## src/rtl/gowin_tlcfg_pkg.sv

```systemverilog
// Shared translation-layer config defines plus the types and helpers used by the
// Gowin TL_CFG source.
`ifndef GOWIN_TLCFG_DEFS
`define GOWIN_TLCFG_DEFS
`define SIG_CFG_ADD_W      4
`define SIG_CFG_CTL_W      32
`define SIG_CFG_STS_W      53
`define TLCFG_DEVCTL_I     4'd0
`define TLCFG_LNKCTL_I     4'd2
`define TLCFG_PRMCMD_I     4'd3
`define TLCFG_MSICSR_I     4'd13
`define TLCFG_BUSDEV_I     4'd15
`define TLCTL_MAXREQ_R     30:28
`define TLCTL_MAXPAY_R     23:21
`define TLCTL_RCB_R        19
`define TLCTL_BUSMSTR_R    26
`define TLCTL_MSIENABLE_R  0
`define TLCTL_BUSDEV_R     12:0
`define TLSTS_LWIDTH_R     40:35
`define TLSTS_LRATE_R      34:31
`endif

package gowin_tlcfg_pkg;

  localparam int unsigned CFG_ADD_W = `SIG_CFG_ADD_W;
  localparam int unsigned CFG_CTL_W = `SIG_CFG_CTL_W;
  localparam int unsigned CFG_STS_W = `SIG_CFG_STS_W;

  typedef enum logic [1:0] {
    IDLE = 2'd0,
    REQ  = 2'd1,
    ACK  = 2'd2,
    DROP = 2'd3
  } msi_state_t;

  typedef struct packed {
    logic [7:0] bus_num;
    logic [4:0] dev_num;
    logic [2:0] max_payload;
    logic [2:0] max_read_req;
    logic       rcb;
    logic       bus_master_en;
    logic       msi_enable;
    logic [5:0] link_width;
    logic [3:0] link_rate;
  } core_cfg_t;

  // CTL payload for a given config index; unlisted indices and bits are zero.
  function automatic logic [CFG_CTL_W-1:0] cfg_ctl_word(input logic [CFG_ADD_W-1:0] idx,
                                                        input core_cfg_t c);
    logic [CFG_CTL_W-1:0] w;
    w = '0;
    case (idx)
      `TLCFG_DEVCTL_I: begin
        w[`TLCTL_MAXREQ_R] = c.max_read_req;
        w[`TLCTL_MAXPAY_R] = c.max_payload;
      end
      `TLCFG_LNKCTL_I: w[`TLCTL_RCB_R]       = c.rcb;
      `TLCFG_PRMCMD_I: w[`TLCTL_BUSMSTR_R]   = c.bus_master_en;
      `TLCFG_MSICSR_I: w[`TLCTL_MSIENABLE_R] = c.msi_enable;
      `TLCFG_BUSDEV_I: w[`TLCTL_BUSDEV_R]    = {c.bus_num, c.dev_num};
      default: w = '0;
    endcase
    return w;
  endfunction

  function automatic logic [CFG_STS_W-1:0] cfg_sts_word(input core_cfg_t c);
    logic [CFG_STS_W-1:0] w;
    w = '0;
    w[`TLSTS_LWIDTH_R] = c.link_width;
    w[`TLSTS_LRATE_R]  = c.link_rate;
    return w;
  endfunction

endpackage

```

## src/rtl/gowin_tlcfg_source_msi.sv

```systemverilog
// MSI request/acknowledge handshake between the translation layer and the
// Gowin core's native MSI port, with a grant timeout.
module gowin_msi_handshake
  import gowin_tlcfg_pkg::*;
#(
  parameter int unsigned C_MSI_TIMEOUT = 1024
) (
  input  logic clk,
  input  logic rst,
  input  logic app_req,
  input  logic msi_en,
  input  logic core_gnt,
  output logic core_req,
  output logic app_ack,
  output logic timeout_err
);

  localparam int unsigned CNT_W = 16;

  msi_state_t        state, state_nxt;
  logic [CNT_W-1:0]  cnt, cnt_nxt;
  logic              timeout_fire;

  always_ff @(posedge clk or posedge rst) begin
    if (rst) begin
      state       <= IDLE;
      cnt         <= '0;
      core_req    <= 1'b0;
      app_ack     <= 1'b0;
      timeout_err <= 1'b0;
    end else begin
      state       <= state_nxt;
      cnt         <= cnt_nxt;
      core_req    <= (state_nxt == REQ);
      app_ack     <= (state_nxt == ACK);
      timeout_err <= timeout_err | timeout_fire;
    end
  end

  // Grant is checked before the timeout so a last-cycle grant still acks.
  always_comb begin
    state_nxt    = state;
    cnt_nxt      = cnt;
    timeout_fire = 1'b0;
    case (state)
      IDLE: begin
        if (app_req && msi_en) begin
          state_nxt = REQ;
          cnt_nxt   = '0;
        end
      end
      REQ: begin
        if (core_gnt) begin
          state_nxt = ACK;
        end else if (cnt == CNT_W'(C_MSI_TIMEOUT - 1)) begin
          state_nxt    = DROP;
          timeout_fire = 1'b1;
        end else begin
          cnt_nxt = cnt + CNT_W'(1);
        end
      end
      ACK:  state_nxt = DROP;
      DROP: if (!app_req) state_nxt = IDLE;
      default: state_nxt = IDLE;
    endcase
  end

endmodule

```

## src/rtl/gowin_tlcfg_source.sv

```systemverilog
// Serialises the Gowin core's flat config/status into the time-multiplexed
// TL_CFG_ADD/CTL/STS stream and bridges the MSI handshake.
module gowin_tlcfg_source
  import gowin_tlcfg_pkg::*;
#(
  parameter int unsigned C_HOLD_CYCLES = 8,
  parameter int unsigned C_MSI_TIMEOUT = 1024
) (
  input  logic                 CLK,
  input  logic                 RST_IN,
  input  logic [7:0]           CORE_BUS_NUM,
  input  logic [4:0]           CORE_DEV_NUM,
  input  logic [2:0]           CORE_MAX_PAYLOAD,
  input  logic [2:0]           CORE_MAX_READ_REQ,
  input  logic                 CORE_RCB,
  input  logic                 CORE_BUS_MASTER_EN,
  input  logic                 CORE_MSI_ENABLE,
  input  logic [5:0]           CORE_LINK_WIDTH,
  input  logic [3:0]           CORE_LINK_RATE,
  output logic                 CORE_MSI_REQ,
  input  logic                 CORE_MSI_GNT,
  output logic [CFG_ADD_W-1:0] TL_CFG_ADD,
  output logic [CFG_CTL_W-1:0] TL_CFG_CTL,
  output logic [CFG_STS_W-1:0] TL_CFG_STS,
  input  logic                 APP_MSI_REQ,
  output logic                 APP_MSI_ACK,
  output logic                 MSI_TIMEOUT_ERR
);

  localparam int unsigned HOLD_W = 8;

  core_cfg_t             cfg_q;
  logic [HOLD_W-1:0]     hold_cnt;
  logic                  hold_tc;
  logic [CFG_ADD_W-1:0]  add_nxt;

  always_ff @(posedge CLK or posedge RST_IN) begin
    if (RST_IN) begin
      cfg_q <= '0;
    end else begin
      cfg_q.bus_num       <= CORE_BUS_NUM;
      cfg_q.dev_num       <= CORE_DEV_NUM;
      cfg_q.max_payload   <= CORE_MAX_PAYLOAD;
      cfg_q.max_read_req  <= CORE_MAX_READ_REQ;
      cfg_q.rcb           <= CORE_RCB;
      cfg_q.bus_master_en <= CORE_BUS_MASTER_EN;
      cfg_q.msi_enable    <= CORE_MSI_ENABLE;
      cfg_q.link_width    <= CORE_LINK_WIDTH;
      cfg_q.link_rate     <= CORE_LINK_RATE;
    end
  end

  assign hold_tc = (hold_cnt == HOLD_W'(C_HOLD_CYCLES - 1));
  assign add_nxt = hold_tc ? TL_CFG_ADD + CFG_ADD_W'(1) : TL_CFG_ADD;

  // CTL is built from the next index so ADD and CTL always change together.
  always_ff @(posedge CLK or posedge RST_IN) begin
    if (RST_IN) begin
      hold_cnt   <= '0;
      TL_CFG_ADD <= '0;
      TL_CFG_CTL <= '0;
      TL_CFG_STS <= '0;
    end else begin
      hold_cnt   <= hold_tc ? '0 : hold_cnt + HOLD_W'(1);
      TL_CFG_ADD <= add_nxt;
      TL_CFG_CTL <= cfg_ctl_word(add_nxt, cfg_q);
      TL_CFG_STS <= cfg_sts_word(cfg_q);
    end
  end

  gowin_msi_handshake #(
    .C_MSI_TIMEOUT(C_MSI_TIMEOUT)
  ) u_msi (
    .clk         (CLK),
    .rst         (RST_IN),
    .app_req     (APP_MSI_REQ),
    .msi_en      (cfg_q.msi_enable),
    .core_gnt    (CORE_MSI_GNT),
    .core_req    (CORE_MSI_REQ),
    .app_ack     (APP_MSI_ACK),
    .timeout_err (MSI_TIMEOUT_ERR)
  );

endmodule

```

## config.mk

```make
export PLATFORM = sky130hd
export DESIGN_NAME = gowin_tlcfg_source
export DESIGN_NICKNAME = d
export VERILOG_FILES = /design/src/rtl/gowin_tlcfg_pkg.sv /design/src/rtl/gowin_tlcfg_source_msi.sv /design/src/rtl/gowin_tlcfg_source.sv
export SDC_FILE = /design/constraint.sdc
export NUM_CORES = 1
export LEC_CHECK = 0
export CORE_MARGIN = 1
export CORE_UTILIZATION = 40
export DETAILED_ROUTE_END_ITERATION = 6
export GPL_TIMING_DRIVEN = 0
export PLACE_DENSITY_LB_ADDON = 0.1
export SLEW_MARGIN = 20
export SYNTH_ARGS = -nofsm -noshare
export SYNTH_HDL_FRONTEND = slang
export SYNTH_SLANG_ARGS = --single-unit
```

## constraint.sdc

```tcl
create_clock -name CLK -period 10.6 [get_ports CLK]
set_input_delay 2.65 -clock CLK [delete_from_list [all_inputs] [get_ports CLK]]
set_output_delay 2.65 -clock CLK [all_outputs]
set_load 0.02 [all_outputs]
```

==> results.txt <==
Placed Area - 5126 um^2
cell taking the most area after synthesis - dfrtp_1
clk_lat worst skew - 340 ps
Sink Count - 96
die width - 102.0 um
status - completed
Hold Buf Count CTS - 0
Post-synth EDFFs - 0
Startpoint Class - primary input
Max Clock Freq - 238.0 MHz
Setup Skew - 12.17 ps
Final nets - 507
DP HPWL - 5.427 mm
maximum fanout along the worst path - 8
Ant. Diodes - 0
CP Data Arrival Time - 4440 ps
Synth top area share - 60.09%
slowest cell delay on critical path - 510 ps
Finished Cell Area - 5339 um^2
combinational share of power - 15.6%
critical path class - in2reg
share of layout cells above drive strength 1 - 17.55%
P_sw - 210.5 uW
TNS Setup - 0 ps
most common cell after layout, fill and taps aside - dfrtp_1
post-layout min period - 4202 ps
P&R area growth vs syn - 33.55%
Routed Antenna Nets - 0
DRC - 0
Area contributors post-synth - dfrtp_1, buf_4, nor3b_1, mux2i_1, nand2_1
initial core utilization - 41.09%
Avg WL per Cell - 12.30 um
Num CTS Buffers - 9
vias in the first global route - 2616
sequential-to-total area share from yosys stat - 60.09%
Mapped Area - 3998 um^2
final hold violations - 0
Worst-path clk slew - 100 ps
Finished Layout Cells - 606
Syn Inst Count - 330
most frequent cells in the layout - dfrtp_1, clkdlybuf4s50_1, buf_4
routability cong. - 0.8349
worst slew pin tran - 804.0 ps
flops & latches, synth - 96
Int Pwr - 551.0 uW
# IOs - 128
Crit-path slowest cell - clkdlybuf4s50_1
I/O Buffers - 73
VDD IR max - 0.08212 mV
syn avg cell area - 12.11 um^2
die area - 10400 um^2
Slew Limit Headroom - 45.69%
routed wire length - 7.453 mm
initial drt markers - 92
max-slew violation count - 0
ys async rst share - 100.0%
MaxCap Viol Count - 0
GRT Overall Usage - 15.32%
most used flip-flop cell after synthesis - dfrtp_1
sequential fraction of design power - 52.2%
PostCTS Resize Cnt - 0
static leakage power - 2.456 nW
RSZ-0062 raised after global routing - no
vias per cell - 4.394
crit share post-route - 39.64%
CTS HTree Levels - 3
CP endpoint kind - register
via count - 2663
maximum root-to-sink buffer count - 2
Top delay family on crit path - simple AND/OR/NAND/NOR gates
row count - 36
Sw Ratio - 27.64%
first-pass GRT wire length - 12.45 mm
largest net degree at the start of global routing - 55
DRT Pass-1 Iters - 4
Cells after DPL - 590
Clock Power Share - 32.2%
crit-path cells - clkdlybuf4s50_1, nor3b_4, nor2_1, a21oi_1, mux2_1
TritonCTS clock tree - yes
Cell variety after synth - 47
Setup Fix Bufs, Post-CTS - 0
pwr dens - 142.6 nW/um^2
Hold Crit Class - reg2reg
Die Ht - 102.0 um
root buffer cell - clkbuf_8
YS warnings - 0
Buf/Inv on CP - 1
Worst EP required - 10840 ps
fin util - 54.87%
endpoints failing setup - 0
initial antenna violation count - 0
total gr overflow - 0
core area - 9729 um^2
## stage by stage
step                hold WS [ps]  setup WS, ps  power [mW]
finish                     356.6          6398      0.7615
global route               367.9          6279      0.8058
CTS                        359.5          6399      0.7732
detailed placement         334.7          6018      0.5244
global placement           331.6          3967      0.5205
floorplan                  331.2          5445      0.4852
## Yosys cell counts (2+ instances only)
cell type and n:
ha_1 3, mux2i_1 11, or2_2 2, nor3_1 2
and4_1 3, o21ai_0 3, or2_1 8, xnor2_1 8
buf_2 2, clkbuf_1 6, a211oi_1 7, o21ai_1 5
nand2_1 24, inv_1 8, a31oi_1 4, and3_1 3
xor2_1 2, nand3_1 8, buf_4 56, or3_1 3
o2111ai_1 3, a21oi_1 10, and2_1 5, nor3b_1 21
nor2_1 5, nor4_1 2, dfrtp_1 96
## worst reg2reg max path, stage by stage, from the launching register on
cell and delay [ps]:
dfrtp_1 400, ha_1 250, and4bb_1 290, and2_1 220, a31oi_1 360, clkbuf_1 390
nor3b_1 120
## cells by family after synthesis
family          count (synthesis)  synth area share (%)
simple gates                   95                 14.37
fa+ha+maj                       3                0.9391
mux                            13                 3.318
compound gates                 40                 6.917
other cells                     1               0.09381
flops                          96                 60.09
buf+inv                        72                 12.08
xor+xnor                       10                 2.191
## power by group through the flow
stage	clock [mW]	combinational [mW]	sequential (mW)
2_1_floorplan	0	0.0771	0.408
3_3_place_gp	0	0.117	0.404
3_5_place_dp	0	0.120	0.405
4_1_cts	0.256	0.120	0.397
5_1_grt	0.273	0.132	0.401
6_report	0.245	0.119	0.397
## layer usage
metal | wire [um] | part of all wire (%) | global-route usage (%) | up-vias
met2 | 3900 | 52 | 25.30 | 62
met5 | 0 | 0 | 0 | -
met1 | 3059 | 41 | 19.12 | 1298
met3 | 464 | 6.2 | 5.335 | 2
met4 | 28 | 0.38 | 4.286 | 0
li1 | - | - | - | 1301
## state kept, by name, indices dropped and copies added, names as in the netlist
| signal | flops |
|---|---|
| u_msi.core_req | 1 |
| cfg_q | 32 |
| u_msi.cnt | 16 |
| TL_CFG_ADD | 4 |
| u_msi.timeout_err | 1 |
| hold_cnt | 8 |
| TL_CFG_STS | 10 |
| u_msi.app_ack | 1 |
| TL_CFG_CTL | 21 |
| u_msi.state | 2 |
## worst paths after layout
kind	startpoint	to	slack (ps)	depth (start not counted)
setup / recovery	CORE_MSI_GNT	u_msi.cnt[0]	6400	5
hold / removal	cfg_q[5]	TL_CFG_STS[36]	360	0
setup reg to reg	hold_cnt[0]	TL_CFG_CTL[4]	8420	6
hold reg to reg	cfg_q[5]	TL_CFG_STS[36]	360	0
max in group asynchronous	RST_IN	u_msi.cnt[10]	7330	3
min in group asynchronous	RST_IN	cfg_q[1]	2680	2
## area by class of cell
cell class                      count  area [um^2]
Tap cell                          133        166.4
Buffer                             64        452.9
Timing Repair Buffer               74        758.2
Clock buffer                        9        123.9
Inverter                            8        35.03
Sequential cell                    96         2402
Fill cell                         843         4390
Multi-Input combinational cell    215         1311
Clock inverter                      7        88.84
Power figures use the tool's default switching activity.
